[src/rtl/robo_pkg.sv]
// Shared definitions for the pipe-cleaning robot controller and its bench.
package robo_pkg;

  // Controller FSM states.
  typedef enum logic [2:0] {
    IDLE   = 3'd0,
    SENSE  = 3'd1,
    ACT    = 3'd2,
    REMOVE = 3'd3,
    DONE   = 3'd4,
    STUCK  = 3'd5
  } state_t;

  // Action chosen in SENSE and carried into ACT/REMOVE.
  typedef enum logic [1:0] {
    ACT_FRONT  = 2'd0,
    ACT_TURN   = 2'd1,
    ACT_REMOVE = 2'd2
  } action_t;

  // Heading codes, kept here so map-driven benches share one encoding.
  localparam logic [1:0] NORTH = 2'b00;
  localparam logic [1:0] SOUTH = 2'b01;
  localparam logic [1:0] EAST  = 2'b10;
  localparam logic [1:0] WEST  = 2'b11;

endpackage

[src/rtl/robo_remove_timer.sv]
// Down-counter that times how long the removal tool stays active.
// Loaded with REMOVE_CYCLES on entry to REMOVE; 'last' marks the final cycle.
module robo_remove_timer #(
  parameter int REMOVE_CYCLES = 3
) (
  input  logic clock,
  input  logic reset,
  input  logic load,
  output logic active,
  output logic last
);

  localparam int            CW       = $clog2(REMOVE_CYCLES + 1);
  localparam logic [CW-1:0] LOAD_VAL = CW'(REMOVE_CYCLES);
  localparam logic [CW-1:0] ONE      = CW'(1);

  logic [CW-1:0] cnt_q, cnt_d;

  // Next count: reload on request, otherwise count down to zero and stop.
  always_comb begin
    cnt_d = cnt_q;
    if (load) begin
      cnt_d = LOAD_VAL;
    end else if (cnt_q != '0) begin
      cnt_d = cnt_q - ONE;
    end
  end

  // Count register, cleared asynchronously so a reset aborts any burst.
  always_ff @(posedge clock or negedge reset) begin
    if (!reset) begin
      cnt_q <= '0;
    end else begin
      cnt_q <= cnt_d;
    end
  end

  assign active = (cnt_q != '0);
  assign last   = (cnt_q == ONE);

endmodule

[src/rtl/robo_limpa_tubos_ctrl.sv]
// Pipe-cleaning robot controller: left-hand wall follower with a per-session
// move budget, timed debris/barrier removal and stall detection.
//
// Handshake: sensors_valid is a one-way valid with no ready. A sample is taken
// only on a rising edge where the FSM is in SENSE and sensors_valid is high;
// in every other state it is dropped. Each completed action (front, turn, or
// the last cycle of a removal burst) is marked by a one-cycle act_valid pulse
// that coincides with the action output, and the FSM returns to SENSE on the
// same edge, so the producer may present the next sample in the pulse cycle.
module robo_limpa_tubos_ctrl
  import robo_pkg::*;
#(
  parameter int REMOVE_CYCLES = 3,
  parameter int MOVE_W        = 9,
  parameter int STALL_LIMIT   = 4
) (
  input  logic              clock,
  input  logic              reset,
  input  logic              start,
  input  logic [MOVE_W-1:0] move_budget,
  input  logic              sensors_valid,
  input  logic              head,
  input  logic              left,
  input  logic              under,
  input  logic              barrier,
  output logic              front,
  output logic              turn,
  output logic              remove,
  output logic              act_valid,
  output logic              busy,
  output logic              done,
  output logic              stuck,
  output logic [MOVE_W-1:0] move_count,
  output state_t            state_o
);

  localparam int                TW        = $clog2(STALL_LIMIT + 1);
  localparam logic [TW-1:0]     STALL_MAX = TW'(STALL_LIMIT);
  localparam logic [TW-1:0]     TURN_ONE  = TW'(1);
  localparam logic [MOVE_W-1:0] MOVE_ONE  = MOVE_W'(1);

  state_t            state_q, state_d;
  action_t           action_q, action_d;
  logic [MOVE_W-1:0] budget_q, budget_d;
  logic [MOVE_W-1:0] move_cnt_q, move_cnt_d;
  logic [TW-1:0]     turns_q, turns_d;
  logic              just_turned_q, just_turned_d;
  logic              front_q, front_d;
  logic              turn_q, turn_d;
  logic              remove_q, remove_d;
  logic              act_valid_q, act_valid_d;
  logic              busy_q, busy_d;
  logic              done_q, done_d;
  logic              stuck_q, stuck_d;

  logic timer_load;
  logic timer_active;
  logic timer_last;

  robo_remove_timer #(
    .REMOVE_CYCLES(REMOVE_CYCLES)
  ) u_remove_timer (
    .clock (clock),
    .reset (reset),
    .load  (timer_load),
    .active(timer_active),
    .last  (timer_last)
  );

  // Next-state, counter updates and next values of the registered outputs.
  always_comb begin
    state_d       = state_q;
    action_d      = action_q;
    budget_d      = budget_q;
    move_cnt_d    = move_cnt_q;
    turns_d       = turns_q;
    just_turned_d = just_turned_q;
    timer_load    = 1'b0;
    front_d       = 1'b0;
    turn_d        = 1'b0;
    remove_d      = 1'b0;
    act_valid_d   = 1'b0;

    case (state_q)
      IDLE, DONE, STUCK: begin
        if (start) begin
          budget_d      = move_budget;
          move_cnt_d    = '0;
          turns_d       = '0;
          just_turned_d = 1'b0;
          state_d       = (move_budget == '0) ? DONE : SENSE;
        end
      end

      SENSE: begin
        if (sensors_valid) begin
          if (under || barrier) begin
            action_d   = ACT_REMOVE;
            state_d    = REMOVE;
            timer_load = 1'b1;
          end else if (!left && !just_turned_q) begin
            action_d = ACT_TURN;
            state_d  = ACT;
          end else if (!head) begin
            action_d = ACT_FRONT;
            state_d  = ACT;
          end else begin
            action_d = ACT_TURN;
            state_d  = ACT;
          end
        end
      end

      ACT: begin
        act_valid_d = 1'b1;
        if (action_q == ACT_FRONT) begin
          front_d       = 1'b1;
          move_cnt_d    = move_cnt_q + MOVE_ONE;
          turns_d       = '0;
          just_turned_d = 1'b0;
        end else begin
          turn_d        = 1'b1;
          turns_d       = turns_q + TURN_ONE;
          just_turned_d = 1'b1;
        end
        // Budget exhaustion takes precedence over a simultaneous stall.
        if (move_cnt_d == budget_q) begin
          state_d = DONE;
        end else if (turns_d == STALL_MAX) begin
          state_d = STUCK;
        end else begin
          state_d = SENSE;
        end
      end

      REMOVE: begin
        remove_d = timer_active;
        if (timer_last) begin
          act_valid_d = 1'b1;
          state_d     = SENSE;
        end
      end

      default: begin
        state_d = IDLE;
      end
    endcase

    busy_d  = (state_d == SENSE) || (state_d == ACT) || (state_d == REMOVE);
    done_d  = (state_d == DONE);
    stuck_d = (state_d == STUCK);
  end

  // State, counters and registered outputs; reset clears everything at once.
  always_ff @(posedge clock or negedge reset) begin
    if (!reset) begin
      state_q       <= IDLE;
      action_q      <= ACT_FRONT;
      budget_q      <= '0;
      move_cnt_q    <= '0;
      turns_q       <= '0;
      just_turned_q <= 1'b0;
      front_q       <= 1'b0;
      turn_q        <= 1'b0;
      remove_q      <= 1'b0;
      act_valid_q   <= 1'b0;
      busy_q        <= 1'b0;
      done_q        <= 1'b0;
      stuck_q       <= 1'b0;
    end else begin
      state_q       <= state_d;
      action_q      <= action_d;
      budget_q      <= budget_d;
      move_cnt_q    <= move_cnt_d;
      turns_q       <= turns_d;
      just_turned_q <= just_turned_d;
      front_q       <= front_d;
      turn_q        <= turn_d;
      remove_q      <= remove_d;
      act_valid_q   <= act_valid_d;
      busy_q        <= busy_d;
      done_q        <= done_d;
      stuck_q       <= stuck_d;
    end
  end

  assign front      = front_q;
  assign turn       = turn_q;
  assign remove     = remove_q;
  assign act_valid  = act_valid_q;
  assign busy       = busy_q;
  assign done       = done_q;
  assign stuck      = stuck_q;
  assign move_count = move_cnt_q;
  assign state_o    = state_q;

endmodule
[config.mk]
export PLATFORM = sky130hd
export DESIGN_NAME = robo_limpa_tubos_ctrl
export DESIGN_NICKNAME = d
export VERILOG_FILES = /design/src/rtl/robo_pkg.sv /design/src/rtl/robo_remove_timer.sv /design/src/rtl/robo_limpa_tubos_ctrl.sv
export SDC_FILE = /design/constraint.sdc
export NUM_CORES = 1
export LEC_CHECK = 0
export CORE_MARGIN = 8
export CORE_UTILIZATION = 55
export DETAILED_ROUTE_END_ITERATION = 16
export GPL_ROUTABILITY_DRIVEN = 0
export PLACE_DENSITY = 0.88
export SLEW_MARGIN = 20
export SYNTH_ARGS = -nofsm -noshare
export SYNTH_HDL_FRONTEND = slang
export SYNTH_SLANG_ARGS = --single-unit
[constraint.sdc]
create_clock -name clock -period 3.08 [get_ports clock]
set_input_delay 0.616 -clock clock [delete_from_list [all_inputs] [get_ports clock]]
set_output_delay 0.616 -clock clock [all_outputs]
set_load 0.02 [all_outputs]
# Word level (Yosys, flattened, before mapping)
# Cells that the tools add are included.
totals:
  ramBits: 0
  romBits: 0
  out_inout_bits: 19
  register_bits: 36
  latch_bits: 0
  memories: 0
classes:
  reduce_logical: 16
  n_mul: 0
  n_eq_ne: 14
  div_mod_pow: 0
  n_lt_le_gt_ge: 0
  add_sub_neg: 3
  n_shift: 0
  n_bitwise: 0
  mux: 33
op_table:
  columns: ["cell", "count"]
  rows:
  - ["$mux 3", 9]
  - ["$mux 9", 3]
  - ["$pmux 9 s2", 1]
  - ["$eq 3x3->1 const B", 5]
  - ["$mux 1", 13]
  - ["$eq 3x2->1 const B", 4]
  - ["$pmux 3 s4", 1]
  - ["$add 9x1->9 const B", 1]
  - ["$eq 9x9->1", 1]
  - ["$logic_not 9->1", 1]
  - ["$eq 3x1->1 const B", 2]
  - ["$mux 2", 3]
  - ["$pmux 3 s2", 1]
  - ["$reduce_and 2->1", 3]
  - ["$reduce_bool 2->1", 3]
  - ["$pmux 1 s2", 2]
  - ["$add 3x1->3 const B", 1]
  - ["$logic_not 3->1", 1]
  - ["$logic_or 1x1->1", 3]
  - ["$reduce_or 3->1", 1]
  - ["$eq 2x1->1 const B", 1]
  - ["$logic_not 1->1", 2]
  - ["$logic_not 2->1", 1]
  - ["$ne 2x2->1 const B", 1]
  - ["2 further kinds", 2]

# Longest topological paths before layout
logic_depth:
  word_depth: 10
  ltp_mapped: 7
  depth_no_buf: 7

# Cells and area by module
# A second synthesis with hierarchy kept.
unflattened:
  hier_cells: 201
  area_unflattened_um2: 1950.6
modules_own_cells:
  columns: ["mod", "area_per_inst_um2", "n_inst", "cells_each", "seq_area_each_um2"]
  rows:
  - ["robo_limpa_tubos_ctrl", 1828.0, 1, 189, 850.8]
  - ["robo_remove_timer", 122.6, 1, 12, 50.0]

# Least setup slack after synthesis
# OpenSTA, ideal clock, no wires.
synth_path:
  kind: "register to register"
  from: "register move_cnt_q[0] (netlist: move_count[0])"
  to: "register state_q[2] (netlist: state_o[2])"
  stages_incl_launch_ff: 8
  arrival_ps: 1995
  n_path_buf: 0
  setup_time_ps: 67
  slack_ps: 1018
  path_cell_list: "dfrtp_1 > ha_1 > nor3b_2 > nand3_1 > a211oi_1 > o32ai_2 > nor4_2 > nand2b_1"
synth_between:
  elab_chain_len: 6
synth_rtl:
  columns: ["item", "line_no", "source"]
  rows:
  - ["start, declared", "robo_limpa_tubos_ctrl.sv:45", "logic [MOVE_W-1:0] move_cnt_q, move_cnt_d;"]
  - ["start signal, assigned", "robo_limpa_tubos_ctrl.sv:174", "move_cnt_q <= move_cnt_d;"]
  - ["$add 9x1->9", "robo_limpa_tubos_ctrl.sv:118", "move_cnt_d = move_cnt_q + MOVE_ONE;"]
  - ["$mux 9 *", "robo_limpa_tubos_ctrl.sv:116", "if (action_q == ACT_FRONT) begin"]
  - ["$mux 9 *", "robo_limpa_tubos_ctrl.sv:84", "case (state_q)"]
  - ["$eq 9x9->1 *", "robo_limpa_tubos_ctrl.sv:127", "if (move_cnt_d == budget_q) begin"]
  - ["$mux 3 *", "robo_limpa_tubos_ctrl.sv:127", null]
  - ["$pmux 3 s4 *", "robo_limpa_tubos_ctrl.sv:84", null]
  - ["net state_d[2]", "robo_limpa_tubos_ctrl.sv:42", "state_t state_q, state_d;"]
  - ["end signal, assigned", "robo_limpa_tubos_ctrl.sv:171", "state_q <= state_d;"]
  - ["end, declared", "robo_limpa_tubos_ctrl.sv:42", null]
# Mark *: on every way through the listed nets, which the timed path passes. The rest lies on a longest branch. The select of a mux whose other input is x is not followed.
# A chain may end at the register's enable or synchronous reset.

# Worst setup path after layout
layout_path:
  from: "register move_cnt_q[0] (netlist: move_count[0])"
  to: "register state_q[0] (netlist: state_o[0])"
# Same word-level chain as after synthesis.

==> impl_metrics.tcl <==
set metrics [dict create \
    status "completed" \
    cellLeakagePower_nw 1.07 \
    cts_made_buffers 5 \
    synth_cells 195 \
    power_density_mw_per_mm2 947 \
    start_util 0.576 \
    hpwl_mm 3.27 \
    max-vdd-ir-drop_mv 0.559 \
    cp.arrival_ps 2520 \
    worst_slack_ps 766 \
    maxCapViolCount 0 \
    nNetsFinal 255 \
    cts_tree "built" \
    post-route-period-util 0.751 \
    cts.root.buffer_cell "clkbuf_4" \
    final.min_clock_period_ps 2310 \
    antenna_found_initial 0 \
    grt_pass1_wl_mm 7.44 \
    drtIter0Drc 154 \
    dp_slack_ps 678 \
    drc_errors 0 \
    synth_edf_count 0 \
    reg2reg_depth 7 \
    holdWs_ps 503 \
    min_path_cells 2 \
    synth-seq-cells 36 \
    avgSynthCellArea_um2 9.93 \
    synthToLayoutAreaGrowth_pct 24.7 \
    clock_path_buffers 2 \
    clock_sinks 36 \
    wl_per_cell_um 15.7 \
    drv_slew 0 \
    cp_max_fo 8 \
    fp-row-count 21 \
    vias 1593 \
    fp.dieH_um 75.3 \
    grt_max_degree 37 \
    ys_seq_area_frac 0.465 \
    fin_worst_skew_ps 6.47 \
    wirelength_mm 4.40 \
    die_area_mm2 0.00568 \
    syn_nets 216 \
    htree_num_levels 2 \
    core_area_mm2 0.00336 \
    fin_area_mm2 0.00241 \
    cts_resized 0 \
    start_kind "flip-flop" \
    grt-ovfl-total 0 \
    fin_setup_tns_ps 0 \
    required_ps 3290 \
    grt_pass1_vias 1584 \
    synthDistinctLibCells 50 \
    netlist_area_mm2 0.00194 \
    design.portCount 36 \
    max-slew-margin-rel 0.456 \
    grt.total_usage 0.172 \
    die_w_um 75.3 \
    first_pass_iters 4 \
    ys_async_sr_fraction 1.00 \
    diodes 0 \
    rsz0062_at_grt "no" \
    hold_class "flip-flop to flip-flop" \
    synthFlopType "dfrtp_1" \
    avgViaCountPerCell 5.67 \
    portBuffers 35 \
    cts-hold-fix-buffers 0 \
    worst_pin_slew_ps 813 \
    placed_area_mm2 0.00234 \
    drive_gt1_frac 0.123 \
    finalSetupViolations 0 \
    worstSetupPathType "flip-flop to flip-flop" \
    crit_path_end_kind "flip-flop" \
    synth_warnings 0 \
    clk_pin_slew_worst_paths_ps 110 \
    fmax_mhz 432 \
    cts_setup_buffers 0 \
    clk-insertion-delay-late_ps 350 \
    nFillCells 265 \
    finalHoldViolations 0 \
    drtAntennaViolNets 0 \
]
## metal layers
metal | wire (um) | GRT usage
met1 | 1950 | 0.225
met2 | 2130 | 0.270
met3 | 264 | 0.0434
met4 | 58 | 0.0576
met5 | 0 | 0
## sequential cells by signal (all words and copies together) (netlist names)
signal	count
u_remove_timer.cnt_q	2
remove	1
done	1
turn	1
action_q	2
act_valid	1
stuck	1
front	1
state_o	3
turns_q	3
just_turned_q	1
busy	1
budget_q	9
move_count	9
## path summary, 6_finish.rpt
| check | from | endpoint | slack [ps] |
|---|---|---|---|
| worst max-delay path | move_count[0] | state_o[0] | 770 |
| worst min-delay path | u_remove_timer.cnt_q[1] | u_remove_timer.cnt_q[1] | 500 |
| worst max register to register | move_count[0] | state_o[0] | 770 |
| worst min register to register | u_remove_timer.cnt_q[1] | u_remove_timer.cnt_q[1] | 500 |
| max in group asynchronous | reset | turns_q[1] | 2090 |
| min in group asynchronous | reset | done | 670 |
## synthesized netlist by cell type, types with 3 or more instances
master	instances	share of area
nand2_1	19	0.037
and2_1	3	0.0097
dfrtp_1	36	0.47
nor3_1	4	0.010
a211oi_1	3	0.012
xnor2_1	5	0.023
ha_1	4	0.026
o21ai_0	20	0.052
inv_1	8	0.016
mux2_2	9	0.052
nor2b_1	3	0.0097
nor2_1	15	0.029
nand2b_1	6	0.019
nor4_1	4	0.013
xor2_1	6	0.027
clkbuf_1	3	0.0058
a21oi_1	6	0.016
## kinds of logic after synthesis
logic type / Yosys count / synth area share
xor gates and xnor gates: 12 / 0.0614
buffers and inverters: 14 / 0.0304
DFF: 36 / 0.465
AOI/OAI and AO/OA: 45 / 0.151
and+or+nand+nor: 73 / 0.203
muxes: 11 / 0.0627
adders and majority gates: 4 / 0.0258
## layout make-up
class / instances / area, um^2 / share of cell area
clock buffer: 6 / 41.3 / 0.0171
multi-input combinational: 145 / 977 / 0.405
sequential: 36 / 901 / 0.373
timing repair buffer: 38 / 373 / 0.154
clock inverter: 2 / 35.0 / 0.0145
tap: 46 / 57.6 / 0.0238
inverter: 8 / 30.0 / 0.0124
## layout by cell type, fill, tap and decap left out, drive strengths merged, types with 2 or more instances in the layout
cell type and instances:
a21oi 6, mux2i 2, ha 4, dfrtp 36, buf 3, nand2b 6
nor3 4, or2 2, inv 8, mux2 9, o41ai 2, nand4 2
nand3 3, o21ai 20, and2 3, nand2 20, nor2b 3, clkbuf 6
and3 3, a211oi 3, nor2 15, o22ai 2, nor3b 3, xor2 6
o31ai 2, o211ai 2, xnor2 5, nor4 5, clkdlybuf4s50 35
## critical path: stages (launching register included)
cell and delay (ps):
dfrtp_1 480, ha_1 240, nor3b_2 370, nand3_1 180, a211oi_1 250, o32ai_2 150, nor3_1 330, o21ai_0 160
## stage by stage
step	util	total power, W	instances
final	0.718	0.00229	281
after global routing	0.718	0.00245	281
after CTS	0.718	0.00229	281
after detailed placement	0.695	0.00196	273
after global placement	0.695	0.00192	273
after floorplan	-	0.00158	195
## power breakdown
part / internal (W) / switching [W] / leakage [nW]
clock: 0.000170 / 0.000160 / 0.0422
sequential: 0.000661 / 0.000229 / 0.457
combinational: 0.000526 / 0.000540 / 0.570
total: 0.00136 / 0.000929 / 1.07
(Power assumes the default switching activity.)
